File: src/rtl/pakout_pkg.sv
// pakout_pkg: message/packet sizes, FSM encoding and red-field helper shared by pakout.
// Sizes follow the NS_* macros when defined; NS_PAKOUT_RED_GEN_EN is consumed by pakout.sv.
`ifndef NS_PACKET_SIZE
`define NS_PACKET_SIZE 4
`endif
`ifndef NS_PACKOUT_FSZ
`define NS_PACKOUT_FSZ 4
`endif
`ifndef NS_ADDRESS_SIZE
`define NS_ADDRESS_SIZE 6
`endif
`ifndef NS_DATA_SIZE
`define NS_DATA_SIZE 4
`endif
`ifndef NS_REDUN_SIZE
`define NS_REDUN_SIZE 4
`endif
`ifndef NS_REQ_CKS
`define NS_REQ_CKS 1
`endif
`ifndef NS_ACK_CKS
`define NS_ACK_CKS 1
`endif

package pakout_pkg;

  localparam int PSZ     = `NS_PACKET_SIZE;
  localparam int FSZ     = `NS_PACKOUT_FSZ;
  localparam int ASZ     = `NS_ADDRESS_SIZE;
  localparam int DSZ     = `NS_DATA_SIZE;
  localparam int RSZ     = `NS_REDUN_SIZE;
  localparam int FMS     = 2 * ASZ + DSZ + RSZ;
  localparam int TOT_PKS = FMS / PSZ + 1;
  // The shift register carries the message plus the zero pad below bit 0.
  localparam int SRW     = TOT_PKS * PSZ;
  localparam int PAD     = SRW - FMS;
  localparam int IDXW    = $clog2(TOT_PKS + 1);

  typedef struct packed {
    logic [ASZ-1:0] src;
    logic [ASZ-1:0] dst;
    logic [DSZ-1:0] dat;
    logic [RSZ-1:0] red;
  } msg_s;

  typedef enum logic [2:0] {
    PK_IDLE     = 3'd0,
    PK_LOAD     = 3'd1,
    PK_SEND     = 3'd2,
    PK_WAIT_ACK = 3'd3,
    PK_WAIT_REL = 3'd4
  } pk_state_e;

  function automatic logic [RSZ-1:0] red_gen(input logic [ASZ-1:0] src,
                                             input logic [ASZ-1:0] dst,
                                             input logic [DSZ-1:0] dat);
    return RSZ'(src) + RSZ'(dst) + RSZ'(dat);
  endfunction

endpackage

File: src/rtl/pakout_fifo.sv
// pakout_fifo: message FIFO with push/pop/full/empty; DEPTH must be a power of two
// so the pointers wrap naturally, and the count resolves full versus empty.
module pakout_fifo #(
  parameter int W     = 20,
  parameter int DEPTH = 4
) (
  input  logic         clk,
  input  logic         clr_i,
  input  logic         push_i,
  input  logic         pop_i,
  input  logic [W-1:0] wdata_i,
  output logic [W-1:0] rdata_o,
  output logic         full_o,
  output logic         empty_o
);

  localparam int AW = $clog2(DEPTH);

  logic [W-1:0]  mem_q [DEPTH];
  logic [AW-1:0] rd_q, wr_q;
  logic [AW:0]   cnt_q;
  logic          do_push, do_pop;

  assign full_o  = (cnt_q == (AW + 1)'(DEPTH));
  assign empty_o = (cnt_q == '0);
  assign do_push = push_i && !full_o;
  assign do_pop  = pop_i && !empty_o;
  assign rdata_o = mem_q[rd_q];

  // NOTE: storage is deliberately not reset; validity lives in the pointers and count.
  always_ff @(posedge clk) begin
    if (do_push) mem_q[wr_q] <= wdata_i;
  end

  // NOTE: sequential state uses non-blocking '<=' so every register samples pre-edge values.
  always_ff @(posedge clk) begin
    if (clr_i) begin
      rd_q  <= '0;
      wr_q  <= '0;
      cnt_q <= '0;
    end else begin
      if (do_push) wr_q <= wr_q + 1'b1;
      if (do_pop)  rd_q <= rd_q + 1'b1;
      case ({do_push, do_pop})
        2'b10:   cnt_q <= cnt_q + 1'b1;
        2'b01:   cnt_q <= cnt_q - 1'b1;
        default: cnt_q <= cnt_q;
      endcase
    end
  end

endmodule

File: src/rtl/pakout.sv
// pakout: accepts whole messages, buffers them, and serialises each MSB-first into packets.
// Optional NS_PAKOUT_RED_GEN_EN replaces the incoming red field with (src+dst+dat) mod 2^RSZ.
module pakout
  import pakout_pkg::*;
#(
  parameter int RCV_REQ_CKS = `NS_REQ_CKS,
  parameter int SND_ACK_CKS = `NS_ACK_CKS
) (
  input  logic           gch_clk,
  input  logic           gch_reset,
  output logic           gch_ready,
  input  logic [ASZ-1:0] rcv0_src,
  input  logic [ASZ-1:0] rcv0_dst,
  input  logic [DSZ-1:0] rcv0_dat,
  input  logic [RSZ-1:0] rcv0_red,
  input  logic           rcv0_req,
  output logic           rcv0_ack,
  output logic [PSZ-1:0] snd0_pakio,
  output logic           snd0_req,
  input  logic           snd0_ack
);

  localparam int RQW = $clog2(RCV_REQ_CKS + 1);
  localparam int AKW = $clog2(SND_ACK_CKS + 1);

  logic           rdy_q, clr;
  logic           req_db_q, req_ok_q, ack_db_q, ack_ok_q;
  logic [RQW-1:0] req_cnt_q;
  logic [AKW-1:0] ack_cnt_q;
  logic           rcv_ack_q, rcv_ack_d, push, pop;
  logic           fifo_full, fifo_empty;
  logic [FMS-1:0] fifo_rdata;
  msg_s           wmsg;
  pk_state_e      state_q, state_d;
  logic [SRW-1:0] sh_q, sh_d;
  logic [IDXW-1:0] idx_q, idx_d;
  logic           snd_req_q, snd_req_d;
  logic [PSZ-1:0] pakio_q, pakio_d;
  logic           last_pk;

  // The cycle after reset releases is an init cycle: everything clears once more.
  always_ff @(posedge gch_clk) begin
    if (gch_reset) rdy_q <= 1'b0;
    else           rdy_q <= 1'b1;
  end
  assign clr       = gch_reset || !rdy_q;
  assign gch_ready = rdy_q && req_ok_q && ack_ok_q;

  // A line change is accepted only after it persists for *_CKS cycles; a channel
  // counts as ready once its line has been seen at rest after reset.
  always_ff @(posedge gch_clk) begin
    if (gch_reset) begin
      req_db_q  <= 1'b0;
      req_cnt_q <= '0;
      req_ok_q  <= 1'b0;
    end else begin
      if (!rcv0_req && !req_db_q) req_ok_q <= 1'b1;
      if (rcv0_req == req_db_q) begin
        req_cnt_q <= '0;
      end else if (req_cnt_q == RQW'(RCV_REQ_CKS - 1)) begin
        req_db_q  <= rcv0_req;
        req_cnt_q <= '0;
      end else begin
        req_cnt_q <= req_cnt_q + 1'b1;
      end
    end
  end

  always_ff @(posedge gch_clk) begin
    if (gch_reset) begin
      ack_db_q  <= 1'b0;
      ack_cnt_q <= '0;
      ack_ok_q  <= 1'b0;
    end else begin
      if (!snd0_ack && !ack_db_q) ack_ok_q <= 1'b1;
      if (snd0_ack == ack_db_q) begin
        ack_cnt_q <= '0;
      end else if (ack_cnt_q == AKW'(SND_ACK_CKS - 1)) begin
        ack_db_q  <= snd0_ack;
        ack_cnt_q <= '0;
      end else begin
        ack_cnt_q <= ack_cnt_q + 1'b1;
      end
    end
  end

  // NOTE: combinational blocks use blocking '=' and assign every output a default first, so no latch is inferred.
  always_comb begin
    wmsg.src = rcv0_src;
    wmsg.dst = rcv0_dst;
    wmsg.dat = rcv0_dat;
`ifdef NS_PAKOUT_RED_GEN_EN
    wmsg.red = red_gen(rcv0_src, rcv0_dst, rcv0_dat);
`else
    wmsg.red = rcv0_red;
`endif
  end

  always_comb begin
    push      = 1'b0;
    rcv_ack_d = rcv_ack_q;
    if (rdy_q && req_db_q && !rcv_ack_q && !fifo_full) begin
      push      = 1'b1;
      rcv_ack_d = 1'b1;
    end else if (!req_db_q && rcv_ack_q) begin
      rcv_ack_d = 1'b0;
    end
  end

  always_ff @(posedge gch_clk) begin
    if (clr) rcv_ack_q <= 1'b0;
    else     rcv_ack_q <= rcv_ack_d;
  end
  assign rcv0_ack = rcv_ack_q;

  pakout_fifo #(
    .W     (FMS),
    .DEPTH (FSZ)
  ) u_fifo (
    .clk     (gch_clk),
    .clr_i   (clr),
    .push_i  (push),
    .pop_i   (pop),
    .wdata_i (wmsg),
    .rdata_o (fifo_rdata),
    .full_o  (fifo_full),
    .empty_o (fifo_empty)
  );

  assign last_pk = (idx_q == IDXW'(TOT_PKS - 1));

  always_ff @(posedge gch_clk) begin
    if (clr) state_q <= PK_IDLE;
    else     state_q <= state_d;
  end

  always_comb begin
    state_d = state_q;
    case (state_q)
      PK_IDLE:     if (!fifo_empty) state_d = PK_LOAD;
      PK_LOAD:     state_d = PK_SEND;
      PK_SEND:     state_d = PK_WAIT_ACK;
      PK_WAIT_ACK: if (ack_db_q) state_d = PK_WAIT_REL;
      PK_WAIT_REL: if (!ack_db_q) state_d = last_pk ? PK_IDLE : PK_SEND;
      default:     state_d = PK_IDLE;
    endcase
  end

  always_comb begin
    pop       = 1'b0;
    sh_d      = sh_q;
    idx_d     = idx_q;
    snd_req_d = snd_req_q;
    pakio_d   = pakio_q;
    case (state_q)
      PK_LOAD: begin
        pop   = 1'b1;
        sh_d  = {fifo_rdata, {PAD{1'b0}}};
        idx_d = '0;
      end
      PK_SEND: begin
        pakio_d   = sh_q[SRW-1 -: PSZ];
        snd_req_d = 1'b1;
      end
      PK_WAIT_ACK: if (ack_db_q) snd_req_d = 1'b0;
      PK_WAIT_REL: begin
        if (!ack_db_q) begin
          idx_d = idx_q + 1'b1;
          sh_d  = sh_q << PSZ;
        end
      end
      default: ;
    endcase
  end

  always_ff @(posedge gch_clk) begin
    if (clr) begin
      sh_q      <= '0;
      idx_q     <= '0;
      snd_req_q <= 1'b0;
      pakio_q   <= '0;
    end else begin
      sh_q      <= sh_d;
      idx_q     <= idx_d;
      snd_req_q <= snd_req_d;
      pakio_q   <= pakio_d;
    end
  end

  assign snd0_req   = snd_req_q;
  assign snd0_pakio = pakio_q;

endmodule
File: config.mk
export PLATFORM = sky130hd
export DESIGN_NAME = pakout
export DESIGN_NICKNAME = d
export VERILOG_FILES = /design/src/rtl/pakout_pkg.sv /design/src/rtl/pakout_fifo.sv /design/src/rtl/pakout.sv
export SDC_FILE = /design/constraint.sdc
export NUM_CORES = 1
export LEC_CHECK = 0
export CAP_MARGIN = 0
export CORE_MARGIN = 2
export CORE_UTILIZATION = 45
export DETAILED_ROUTE_END_ITERATION = 7
export PLACE_DENSITY_LB_ADDON = 0.05
export SYNTH_ARGS = -nofsm -noshare
export SYNTH_HDL_FRONTEND = slang
export SYNTH_HIERARCHICAL = 1
export SYNTH_SLANG_ARGS = --single-unit
File: constraint.sdc
create_clock -name gch_clk -period 2.7 [get_ports gch_clk]
set_input_delay 0.405 -clock gch_clk [delete_from_list [all_inputs] [get_ports gch_clk]]
set_output_delay 0.405 -clock gch_clk [all_outputs]
set_load 0.005 [all_outputs]
==> insert_results.sql <==
INSERT INTO impl_metrics (metric_group, metric, value, unit) VALUES
('setup_path', 'critPathCaptureType', 'register', ''),
('setup_path', 'r2r_setup_slack', '0.36', 'ns'),
('die', 'ioPinCount', '31', ''),
('power', 'p_leak', '2.001', 'nW'),
('sta', 'fin_tns_setup', '0', 'ns'),
('sta', 'clock_skew', '0.01259', 'ns'),
('die', 'die-height', '110.7', 'um'),
('sta', 'min_period_over_period', '86.85', '%'),
('die', 'floorplan_core_area', '10980', 'um2'),
('routing', 'vias', '2851', ''),
('setup_path', 'rr_startpoint', 'u_fifo/cnt_q[0]', ''),
('min_path', 'launch_instance_of_the_worst_min_delay_path', 'sh_q[5]', ''),
('min_path', 'hold_class', 'register to register', ''),
('setup_path', 'worstRegToRegCells', '11', ''),
('setup_path', 'regToRegEndpoint', 'u_fifo/cnt_q[2]', ''),
('placed_design', 'numPortBuffers', '30', ''),
('sta', 'finalWorstPathRequiredPeriod', '2.345', 'ns'),
('grt', 'grt_start_max_net_pins', '29', ''),
('clock_tree', 'cts_tree', 'yes', ''),
('setup_path', 'cp_data_arrival_time', '2.68', 'ns'),
('sta', 'grt_setup_unrepaired', 'false', ''),
('sta', 'fin_worst_hold_slack', '0.4641', 'ns'),
('min_path', 'worstHoldEndpoint', 'sh_q[5]', ''),
('routing', 'drt_iter0_drc', '118', ''),
('finish', 'post_layout_net_count', '402', ''),
('sta', 'timing_worst_slew_pin_value', '0.6612', 'ns'),
('routing', 'viasPerCell', '5.493', ''),
('routing', 'totalWireLength', '9516', 'um'),
('synthesis', 'mean_post_synth_cell_area', '15.61', 'um2'),
('clock_tree', 'post-cts-setup-buffers', '0', ''),
('synthesis', 'netlist_area', '5119', 'um2'),
('clock_tree', 'number_of_clock_buffers_inserted_by_tritoncts', '17', ''),
('routing', 'detail_route.drc_violations', '0', ''),
('synthesis', 'edff_count_synth', '80', ''),
('synthesis', 'seq_area_frac_synth', '65.71', '%'),
('clock_tree', 'cts.sink_count', '128', ''),
('grt', 'global_route_wire_length_before_repair', '15590', 'um'),
('sta', 'timing_hold_violations_final', '0', ''),
('clock_tree', 'path_clk_slew', '0.05', 'ns'),
('die', 'fp-row-count', '38', ''),
('placed_design', 'place.gp.congestion', '0.8183', ''),
('setup_path', 'crit_required', '3.03', 'ns'),
('synthesis', 'postSynthRegisterBits', '128', ''),
('power', 'pwr_density_cell', '724.6', 'nW/um2'),
('clock_tree', 'clkLatencyLatePin', '0.41', 'ns'),
('min_path', 'hold_path_depth', '2', ''),
('grt', 'grt.overflow.total', '0', ''),
('routing', 'routedWlPerCell', '18.34', 'um'),
('grt', 'antenna_found_initial', '0', ''),
('clock_tree', 'clock_path_buffers', '2', ''),
('synthesis', 'yosys_warnings', '6', ''),
('synthesis', 'asyncSetResetFlopFracSynth', '0', '%'),
('grt', 'grt_use_total', '16.71', '%'),
('synthesis', 'synth_cells', '328', ''),
('die', 'floorplan.initialDensity', '46.61', '%'),
('routing', 'detailedRoute.firstPassIterationCount', '4', ''),
('routing', 'drtAntennaViolNets', '0', ''),
('clock_tree', 'cts_max_level', '4', ''),
('grt', 'grt_pass1_vias', '2946', ''),
('status', 'result_of_the_run', 'finished, final reports clean', ''),
('sta', 'final-max-slew-violation-count', '0', ''),
('flow_run', 'cap_viol_max_count', '0', ''),
('clock_tree', 'ctsHoldBuffers', '0', ''),
('finish', 'fillerInstances', '877', ''),
('setup_path', 'timing_worst_setup_path_type', 'register to register', ''),
('setup_path', 'worst_setup_path_start_kind', 'register', ''),
('sta', 'max_slew_margin_vs_limit', '55.92', '%'),
('synthesis', 'synth.distinct_cells', '44', ''),
('finish', 'antennaDiodeCount', '0', ''),
('clock_tree', 'post_cts_resized', '0', ''),
('die', 'die_width', '110.7', 'um'),
('placed_design', 'dpl.hpwl', '5761', 'um'),
('synthesis', 'postSynth.topFlopCell', 'edfxtp_1', ''),
('sta', 'max_freq', '426.4', 'MHz'),
('sta', 'setup_violations', '0', ''),
('setup_path', 'cp_max_fo', '6', ''),
('finish', 'layout-drive-gt1-share', '18.47', '%'),
('finish', 'area_growth_syn_to_layout', '19.41', '%'),
('die', 'die_area', '12240', 'um2'),
('power', 'vdd.ir_drop.worst', '0.0004442', 'V'),
('clock_tree', 'clk_root_buffer_cell', 'clkbuf_16', '');
-- cells in the mapped netlist, types with 2 or more instances --
cell      count  area (um2)
nor2_1       17       63.81
xor2_1        4       35.03
buf_6         2       22.52
nand2b_1      3       18.77
dfxtp_1      48       960.9
o221a_2       2       22.52
nand2_1       9       33.78
o221a_1      14       157.7
mux2i_1       7       70.07
inv_1        16       60.06
buf_2         7       35.03
nor2b_1       5       31.28
or3_1         3       18.77
nor4b_1       4       35.03
nor3b_2       2       25.02
a21oi_1      10       50.05
o32a_1       16       160.2
o32ai_1       2       17.52
o21ai_0       7       35.03
edfxtp_1     80        2402
and2_1        4       25.02
or2_1         2       12.51
buf_4         8       60.06
mux4_2       20       450.4
nand3_1       5       25.02
nor3_1        4       20.02
clkbuf_1      2       7.510
ha_1          9       112.6
-- power by group --
part	internal [W]	switching [W]
registers	0.00209	0.00000837
clock network	0.00143	0.000789
logic	0.0000537	0.0000554
total	0.00358	0.000853
-- worst max path at each step --
stage / endpoint / from / slack [ns]
finish: u_fifo/cnt_q[2] / u_fifo/cnt_q[0] / 0.36
global route: u_fifo/cnt_q[2] / u_fifo/cnt_q[0] / 0.04
CTS: u_fifo/cnt_q[2] / u_fifo/cnt_q[0] / 0.31
detailed placement: u_fifo/cnt_q[2] / u_fifo/cnt_q[0] / 0.34
global placement: u_fifo/cnt_q[2] / u_fifo/cnt_q[0] / 0.43
floorplan: u_fifo/cnt_q[2] / state_q[0] / 0.50
-- flip-flops by register name (all words and copies together) (netlist names), named ones only --
signal	count
ack_cnt_q	1
ack_db_q	1
ack_ok_q	1
idx_q	3
rcv0_ack	1
rdy_q	1
req_cnt_q	1
req_db_q	1
req_ok_q	1
sh_q	20
snd0_pakio	4
snd0_req	1
state_q	3
u_fifo/cnt_q	3
u_fifo/mem_q	80
u_fifo/rd_q	2
u_fifo/wr_q	2
-- stage by stage --
| stage | total power (W) | worst slack [ns] | area (um2) | util [%] | instances |
|---|---|---|---|---|---|
| global placement | 0.002249 | 0.4287 | 5538 | 50.42 | 489 |
| CTS | 0.004482 | 0.3110 | 6112 | 55.65 | 519 |
| detailed placement | 0.002251 | 0.3402 | 5538 | 50.42 | 489 |
| floorplan | 0.002193 | 0.5029 | 5122 | - | 329 |
| finish | 0.004429 | 0.3550 | 6112 | 55.65 | 519 |
| global route | 0.004580 | 0.04472 | 6112 | 55.65 | 519 |
-- worst max-delay path, cell delays in order (launching register included) --
cell and delay (ns):
dfxtp_1 0.45, nor3b_2 0.10, nor4b_1 0.24, inv_1 0.10
nor2_1 0.29, inv_1 0.08, ha_1 0.23, inv_1 0.08
fa_1 0.18, xor2_1 0.07, or3_1 0.30, a21oi_1 0.15
-- metal layers --
metal  track usage [%]  wire length (um)
met1             22.58              4639
met2             25.73              4502
met5                 0                 0
met4             8.083                75
met3             3.773               299
-- logic make-up after synthesis --
logic type | share of synthesized area, %
muxes | 10.17
buffers and inverters | 4.229
AOI/OAI and AO/OA | 9.680
and+or+nand+nor | 6.869
DFF | 65.71
adders and majority gates | 2.591
other | 0.07326
xor gates and xnor gates | 0.6844
-- cell usage in the layout, fill, tap and decap left out, types with 2 or more instances in the layout --
cell / Yosys / routed
a21oi_1: 10 / 10
and2_1: 4 / 4
buf_4: 8 / 12
bufinv_16: 0 / 3
clkbuf_16: 0 / 17
clkdlybuf4s50_1: 0 / 30
clkinv_2: 0 / 4
clkinvlp_4: 0 / 3
conb_1: 1 / 2
dfxtp_1: 48 / 48
edfxtp_1: 80 / 80
ha_1: 9 / 9
inv_1: 16 / 16
mux2i_1: 7 / 7
mux4_2: 20 / 20
nand2_1: 9 / 9
nand2b_1: 3 / 3
nand3_1: 5 / 5
nor2_1: 17 / 17
nor2b_1: 5 / 4
nor3_1: 4 / 4
nor3b_2: 2 / 2
nor4b_1: 4 / 4
o21ai_0: 7 / 7
o221a_1: 14 / 14
o221a_2: 2 / 2
o32a_1: 16 / 16
o32ai_1: 2 / 2
or2_1: 2 / 2
or3_1: 3 / 3
xor2_1: 4 / 4
-- cell type report --
class	count	area [um2]	share of cell area, %
clock buffers	18	429.2	7.022
clock inverters	12	145.1	2.375
inverters	17	63.81	1.044
multi-input cells	162	1545	25.28
flip-flops and latches	128	3363	55.03
well taps	140	175.2	2.866
repair buffers	42	390.4	6.387
(Power assumes the default switching activity.)
